`config.mk`:
```
export PLATFORM = sky130hd
export DESIGN_NAME = mvm_batch_ctrl
export DESIGN_NICKNAME = d
export VERILOG_FILES = /design/src/rtl/mvm_ctrl_pkg.sv /design/src/rtl/mvm_flag_delay.sv /design/src/rtl/mvm_batch_ctrl.sv
export SDC_FILE = /design/constraint.sdc
export NUM_CORES = 1
export LEC_CHECK = 0
export ABC_AREA = 1
export BUFFER_PORTS_ARGS = -buffer_cell sky130_fd_sc_hd__buf_2
export CAP_MARGIN = 20
export CORE_UTILIZATION = 28
export CTS_CLUSTER_SIZE = 10
export DETAILED_ROUTE_END_ITERATION = 16
export GPL_TIMING_DRIVEN = 0
export SYNTH_ARGS = -nofsm -noshare
export SYNTH_HDL_FRONTEND = slang
export SYNTH_SLANG_ARGS = --single-unit
```
`constraint.sdc`:
```
create_clock -name clk -period 5.4 [get_ports clk]
set_input_delay 0.54 -clock clk [delete_from_list [all_inputs] [get_ports clk]]
set_output_delay 0.54 -clock clk [all_outputs]
set_load 0.005 [all_outputs]
```
`src/rtl/mvm_ctrl_pkg.sv`:
```
// Shared types and defaults for the MVM batch controller: FSM state encoding,
// the per-word accumulator flag bundle, and the default datapath latency.
package mvm_ctrl_pkg;

  typedef enum logic [1:0] {
    IDLE  = 2'd0,
    RUN   = 2'd1,
    DRAIN = 2'd2
  } state_e;

  typedef struct packed {
    logic accum_first;
    logic accum_last;
    logic ovalid;
  } flags_t;

  localparam int DEFAULT_PIPE_LAT = 11;

endpackage

```
`src/rtl/mvm_flag_delay.sv`:
```
// PIPE_LAT-deep shift register that delays per-word accumulator flags so they
// line up with the datapath result of the read issued PIPE_LAT cycles earlier.
module mvm_flag_delay
  import mvm_ctrl_pkg::*;
#(
  parameter int PIPE_LAT = DEFAULT_PIPE_LAT
) (
  input  logic   clk,
  input  logic   rst_n,
  input  flags_t flags_i,
  output flags_t flags_o
);

  flags_t [PIPE_LAT-1:0] pipe_q;

  // Shifts every cycle; memory back-pressure never freezes it.
  always_ff @(posedge clk or negedge rst_n) begin
    if (!rst_n) begin
      pipe_q <= '0;
    end else begin
      pipe_q[0] <= flags_i;
      for (int i = 1; i < PIPE_LAT; i++) begin
        pipe_q[i] <= pipe_q[i-1];
      end
    end
  end

  assign flags_o = pipe_q[PIPE_LAT-1];

endmodule

```
`src/rtl/mvm_batch_ctrl.sv`:
```
// Batch control FSM for the MVM engine: walks batch/row/word address loops for one
// command and delays accumulator flags. Optional STALL_CNT_EN adds a stall-cycle counter.
module mvm_batch_ctrl
  import mvm_ctrl_pkg::*;
#(
  parameter int VEC_ADDRW = 8,
  parameter int MAT_ADDRW = 9,
  parameter int VEC_SIZEW = VEC_ADDRW + 1,
  parameter int MAT_SIZEW = MAT_ADDRW + 1,
  parameter int BATCH_W   = 4,
  parameter int PIPE_LAT  = DEFAULT_PIPE_LAT
) (
  input  logic                 clk,
  input  logic                 rst,
  input  logic                 cmd_valid,
  output logic                 cmd_ready,
  input  logic [VEC_ADDRW-1:0] vec_start_addr,
  input  logic [VEC_SIZEW-1:0] vec_num_words,
  input  logic [MAT_ADDRW-1:0] mat_start_addr,
  input  logic [MAT_SIZEW-1:0] mat_num_rows_per_olane,
  input  logic [BATCH_W-1:0]   num_batches,
  input  logic                 stall,
  output logic [VEC_ADDRW-1:0] vec_raddr,
  output logic [MAT_ADDRW-1:0] mat_raddr,
  output logic                 raddr_valid,
  output logic                 accum_first,
  output logic                 accum_last,
  output logic                 ovalid,
  output logic                 busy,
  output logic                 done,
`ifdef STALL_CNT_EN
  output logic [31:0]          stall_cycles,
`endif
  output state_e               fsm_state
);

  localparam int DCNT_W = $clog2(PIPE_LAT + 1);
  localparam logic [DCNT_W-1:0] DRAIN_LAST = DCNT_W'(PIPE_LAT - 1);

  // Handshake: a command transfers on a rising clk edge where cmd_valid and
  // cmd_ready are both high; cmd_ready is high only in IDLE, and cmd_valid is
  // ignored at all other times.
  state_e state_q, state_d;

  logic [VEC_ADDRW-1:0] vec_base_q, vec_raddr_q;
  logic [MAT_ADDRW-1:0] mat_start_q, mat_raddr_q;
  logic [VEC_SIZEW-1:0] words_q, w_q;
  logic [MAT_SIZEW-1:0] rows_q, r_q;
  logic [BATCH_W-1:0]   batches_q, b_q;
  logic [DCNT_W-1:0]    dcnt_q;
  logic                 done_q;

  logic   cmd_fire, null_cmd, issue;
  logic   last_word, last_row, last_batch, last_issue, drain_end;
  flags_t flags_in, flags_out;
  logic [VEC_ADDRW-1:0] words_lo;

  assign cmd_fire   = cmd_valid & (state_q == IDLE);
  assign null_cmd   = (num_batches == '0) | (vec_num_words == '0) |
                      (mat_num_rows_per_olane == '0);
  assign issue      = (state_q == RUN) & ~stall;
  assign last_word  = (w_q == words_q - VEC_SIZEW'(1));
  assign last_row   = (r_q == rows_q - MAT_SIZEW'(1));
  assign last_batch = (b_q == batches_q - BATCH_W'(1));
  assign last_issue = issue & last_word & last_row & last_batch;
  assign drain_end  = (state_q == DRAIN) & (dcnt_q == DRAIN_LAST);
  assign words_lo   = words_q[VEC_ADDRW-1:0];

  always_ff @(posedge clk or negedge rst) begin
    if (!rst) begin
      state_q <= IDLE;
    end else begin
      state_q <= state_d;
    end
  end

  always_comb begin
    state_d = state_q;
    case (state_q)
      IDLE:    if (cmd_valid) state_d = null_cmd ? DRAIN : RUN;
      RUN:     if (last_issue) state_d = DRAIN;
      DRAIN:   if (drain_end) state_d = IDLE;
      default: state_d = IDLE;
    endcase
  end

  always_comb begin
    cmd_ready            = (state_q == IDLE);
    busy                 = (state_q != IDLE);
    raddr_valid          = issue;
    flags_in             = '0;
    flags_in.ovalid      = issue;
    flags_in.accum_first = issue & (w_q == '0);
    flags_in.accum_last  = issue & last_word;
  end

  // Loop counters and address registers. The matrix address runs continuously
  // through a batch; the vector address rewinds to the batch base per row.
  always_ff @(posedge clk or negedge rst) begin
    if (!rst) begin
      vec_base_q  <= '0;
      vec_raddr_q <= '0;
      mat_start_q <= '0;
      mat_raddr_q <= '0;
      words_q     <= '0;
      rows_q      <= '0;
      batches_q   <= '0;
      w_q         <= '0;
      r_q         <= '0;
      b_q         <= '0;
      dcnt_q      <= '0;
      done_q      <= 1'b0;
    end else begin
      done_q <= drain_end;
      dcnt_q <= (state_q == DRAIN) ? dcnt_q + DCNT_W'(1) : '0;
      if (cmd_fire) begin
        words_q     <= vec_num_words;
        rows_q      <= mat_num_rows_per_olane;
        batches_q   <= num_batches;
        w_q         <= '0;
        r_q         <= '0;
        b_q         <= '0;
        vec_base_q  <= vec_start_addr;
        vec_raddr_q <= vec_start_addr;
        mat_start_q <= mat_start_addr;
        mat_raddr_q <= mat_start_addr;
      end else if (issue) begin
        if (!last_word) begin
          w_q         <= w_q + VEC_SIZEW'(1);
          vec_raddr_q <= vec_raddr_q + VEC_ADDRW'(1);
          mat_raddr_q <= mat_raddr_q + MAT_ADDRW'(1);
        end else if (!last_row) begin
          w_q         <= '0;
          r_q         <= r_q + MAT_SIZEW'(1);
          vec_raddr_q <= vec_base_q;
          mat_raddr_q <= mat_raddr_q + MAT_ADDRW'(1);
        end else begin
          w_q         <= '0;
          r_q         <= '0;
          b_q         <= b_q + BATCH_W'(1);
          vec_base_q  <= vec_base_q + words_lo;
          vec_raddr_q <= vec_base_q + words_lo;
          mat_raddr_q <= mat_start_q;
        end
      end
    end
  end

`ifdef STALL_CNT_EN
  logic [31:0] stall_cnt_q;

  always_ff @(posedge clk or negedge rst) begin
    if (!rst) begin
      stall_cnt_q <= '0;
    end else if (cmd_fire) begin
      stall_cnt_q <= '0;
    end else if ((state_q == RUN) && stall && (stall_cnt_q != '1)) begin
      stall_cnt_q <= stall_cnt_q + 32'd1;
    end
  end

  assign stall_cycles = stall_cnt_q;
`endif

  mvm_flag_delay #(
    .PIPE_LAT(PIPE_LAT)
  ) u_flag_delay (
    .clk    (clk),
    .rst_n  (rst),
    .flags_i(flags_in),
    .flags_o(flags_out)
  );

  assign vec_raddr   = vec_raddr_q;
  assign mat_raddr   = mat_raddr_q;
  assign accum_first = flags_out.accum_first;
  assign accum_last  = flags_out.accum_last;
  assign ovalid      = flags_out.ovalid;
  assign done        = done_q;
  assign fsm_state   = state_q;

endmodule

```
==> impl_results.md <==
- Status: complete, no violations
- Final Setup Violations: 0
- Clock Tree Root: clkbuf_16
- DR iter-0 viols: 341
- Final Hold Fails: 0
- Vias: 5575
- Max Slew Vio Count: 0
- Setup CP Type: flop to flop
- Grt total ovfl: 0
- CTS Buffer Depth: 2
- Ys Warns: 0
- Initial antenna violation count: 0
- First-pass GRT wire length: 28.1 mm
- Drt total wl: 17.3 mm
- CTS H-tree lvls: 4
- Post-layout power: 0.00471 W
- Post-synthesis adder-cell area fraction: 3.74%
- CP required: 5.69 ns
- Setup_tns: 0 ns
- Clk sinks: 120
- CP most frequent cell: nand2_1
- Core ar.: 22800 um2
- Synth Area in Compound Gates: 8.95%
- CP Launch Type: flop
- Critical-path cell list: inv_1 -> ha_1 -> nand2_1 -> nor2_4 -> nand2_1 -> nand2_1 -> nand2_1 -> nor2_1 -> nand3_1 -> nor2_4 -> nand2_2 -> o21ai_2 -> o21ai_0
- Critical Path Fanout Max: 10
- Slowest cell on crit path: dfrtp_1
- Post-synth net total: 888
- IO buf count: 69
- CP peak stage delay: 0.41 ns
- Buf/Inv on CP: 1
- Chip Width: 155 um
- ANT cells: 0
- Routed wire length per instance: 14.0 um
- PwrDens: 591 nW/um2
- Post-synthesis xor/xnor area fraction: 6.68%
- Slew HR: 54.9%
- Final min period: 2.43 ns
- FMAX: 411 MHz
- Largest net degree at the start of global routing: 87
- Avg Inst Size Synth: 7.95 um2
- Pleak: 3.96 nW
- Mapped Cells: 825
- Fraction of layout cells with a size suffix above 1: 15.1%
- Hpwl dp: 12.7 mm
- Vias per cell: 4.50
- Yosys reg bits: 120
- Initial Util: 28.8%
- Reg clk slew, reported paths: 0.06 ns
- Worst hold slack: 0.0264 ns
- Peak supply drop: 215 uV
- Mux cell area share after synthesis: 0%
- Part of the cycle the worst path needs: 45.1%
- DR pass1 iterations: 5
- GR Util All Layers: 15.3%
- Worst-margin pin slew: 0.676 ns
- Setup Buffers After CTS: 0
- Cell family with most CP delay: simple AND/OR/NAND/NOR gates
- Cell area after synthesis: 6560 um2
- Synth Flop Type: dfrtp_1
- Num ports: 70
- CP endpoint kind: flop
- P&R area growth vs syn: 21.5%
- HP Class: primary input to asynchronous set/reset pin
- # resized after CTS: 0
- Fraction of registers with async set/reset: 100%
- Hold buffers post-CTS: 0
- Die height: 155 um
- CTS Buf Count: 17
- Unique masters post-synth: 37
- ANT nets after route: 0
- Post-synth EDFFs: 0
- Final net count: 977
- Largest family of logic cells by synthesized area: simple AND/OR/NAND/NOR gates
- RSZ-0062 raised after global routing: no
- Maxcap violations: 0
- Critical Path AT: 2.72 ns
- Post-Synth Simple-Gate Area: 27.0%
- CTS tree: yes
- Vias in the first global route: 5537
- Share of the synthesized area in the top cell type: 45.8%
- Area leader, netlist: dfrtp_1
- GPL Wtd Cong: 0.830
- Row Count: 55
- Worst Skew: 0.00718 ns
- Clock latency on the worst-skew pair: 0.41 ns
- Die ar.: 24000 um2
- Share of the yosys chip area belonging to registers: 45.8%
- DRC violations left: 0
- Synth area leaders: dfrtp_1 (46%), nand2_1 (12%), inv_1 (6.2%)
-- layout by cell type (no fill, tap or decap), types with 2 or more instances in the layout --
cell type,n
clkbuf_1,12
buf_6,3
o21ai_2,6
o21a_1,3
clkbuf_16,17
nand3_1,79
a21oi_1,31
bufinv_16,4
clkinv_4,4
nand4_1,9
buf_2,74
or2_2,3
nor3_1,8
nand2_1,202
nor2_1,70
nand2_2,4
o21ai_0,52
nand3b_1,3
o31ai_1,2
xor2_1,25
inv_1,108
xnor2_1,25
dfrtp_1,120
clkinvlp_4,4
nand2_4,3
ha_1,18
o22ai_1,8
nor2_4,4
nor2_2,6
nor4_1,5
-- cell type report --
class                           instances  area (um2)
Sequential cell                       120        3000
Clock inverter                         14         199
Timing Repair Buffer                   70         379
Inverter                              108         405
Tap cell                              313         392
Fill cell                            2375       14800
Clock buffer                           18         439
Buffer                                 22         109
Multi-Input combinational cell        575        3040
-- cells in the mapped netlist, drive strengths merged (2+ instances only) --
master and n:
nand2 209, dfrtp 120, inv 108, nand3 80
nor2 80, o21ai 58, a21oi 31, xnor2 25
xor2 25, ha 18, clkbuf 12, buf 10
nand4 9, nor3 9, o22ai 8, nor4 5
nand3b 3, o21a 3, or2 3, o31ai 2
-- final timing paths --
check | from | end | slack [ns] | cells after the start
worst max register to register | rows_q[0] | fsm_state[0] | 2.97 | 13
worst min register to register | u_flag_delay.pipe_q[8] | u_flag_delay.pipe_q[11] | 0.34 | 0
worst min-delay path | rst | fsm_state[0] | 0.03 | 1
min in group clk | vec_num_words[5] | words_q[5] | 0.34 | 3
max in group asynchronous | rst | vec_raddr[3] | 4.63 | 2
worst max-delay path | rows_q[0] | fsm_state[0] | 2.97 | 13
-- cell families after synthesis --
| logic type | after synthesis |
|---|---|
| AOI/OAI and AO/OA | 106 |
| xor gates and xnor gates | 50 |
| adders and majority gates | 19 |
| buffers and inverters | 130 |
| DFF | 120 |
| and+or+nand+nor | 400 |
-- worst reg2reg max path, stage by stage, from the launching register on --
cell and delay, ns:
dfrtp_1 0.41, inv_1 0.11, ha_1 0.22, nand2_1 0.14
nor2_4 0.16, nand2_1 0.11, nand2_1 0.07, nand2_1 0.04
nor2_1 0.12, nand3_1 0.14, nor2_4 0.24, nand2_2 0.24
o21ai_2 0.22, o21ai_0 0.10
-- flip-flops by register name (all words and copies together) (netlist names) --
signal	cells
r_q	10
w_q	9
mat_raddr	9
u_flag_delay.pipe_q	30
words_q	9
vec_base_q	8
b_q	4
dcnt_q	4
rows_q	10
mat_start_q	9
done	1
batches_q	4
vec_raddr	8
u_flag_delay.flags_o	3
fsm_state	2
-- power by group --
| part | switching, W | internal [W] |
|---|---|---|
| clock | 0.000442 | 0.000787 |
| sequential | 0.000291 | 0.00120 |
| combinational | 0.00121 | 0.000778 |
-- through the flow --
| stage | cell area (um2) | std cells | setup slack (ns) | utilization (%) |
|---|---|---|---|---|
| 4_1_cts | 7960 | 1240 | 2.98 | 35.0 |
| 3_5_place_dp | 7330 | 1208 | 2.99 | 32.2 |
| 2_1_floorplan | 6560 | 825 | 3.42 | - |
| 3_3_place_gp | 7290 | 1207 | 2.10 | 32.0 |
| 5_1_grt | 7960 | 1240 | 2.70 | 35.0 |
| 6_report | 7960 | 1240 | 2.97 | 35.0 |
-- per-layer routing --
metal / up-vias / wire [um] / GRT usage, % / part of all wire (%)
met3: 25 / 688 / 3.20 / 4.0
met5: - / 0 / 0 / 0
met1: 2620 / 8040 / 19.3 / 46
met4: 0 / 500 / 7.50 / 2.9
li1: 2814 / - / - / -
met2: 116 / 8080 / 24.9 / 47
No activity file was read; power rests on OpenSTA's default activity.
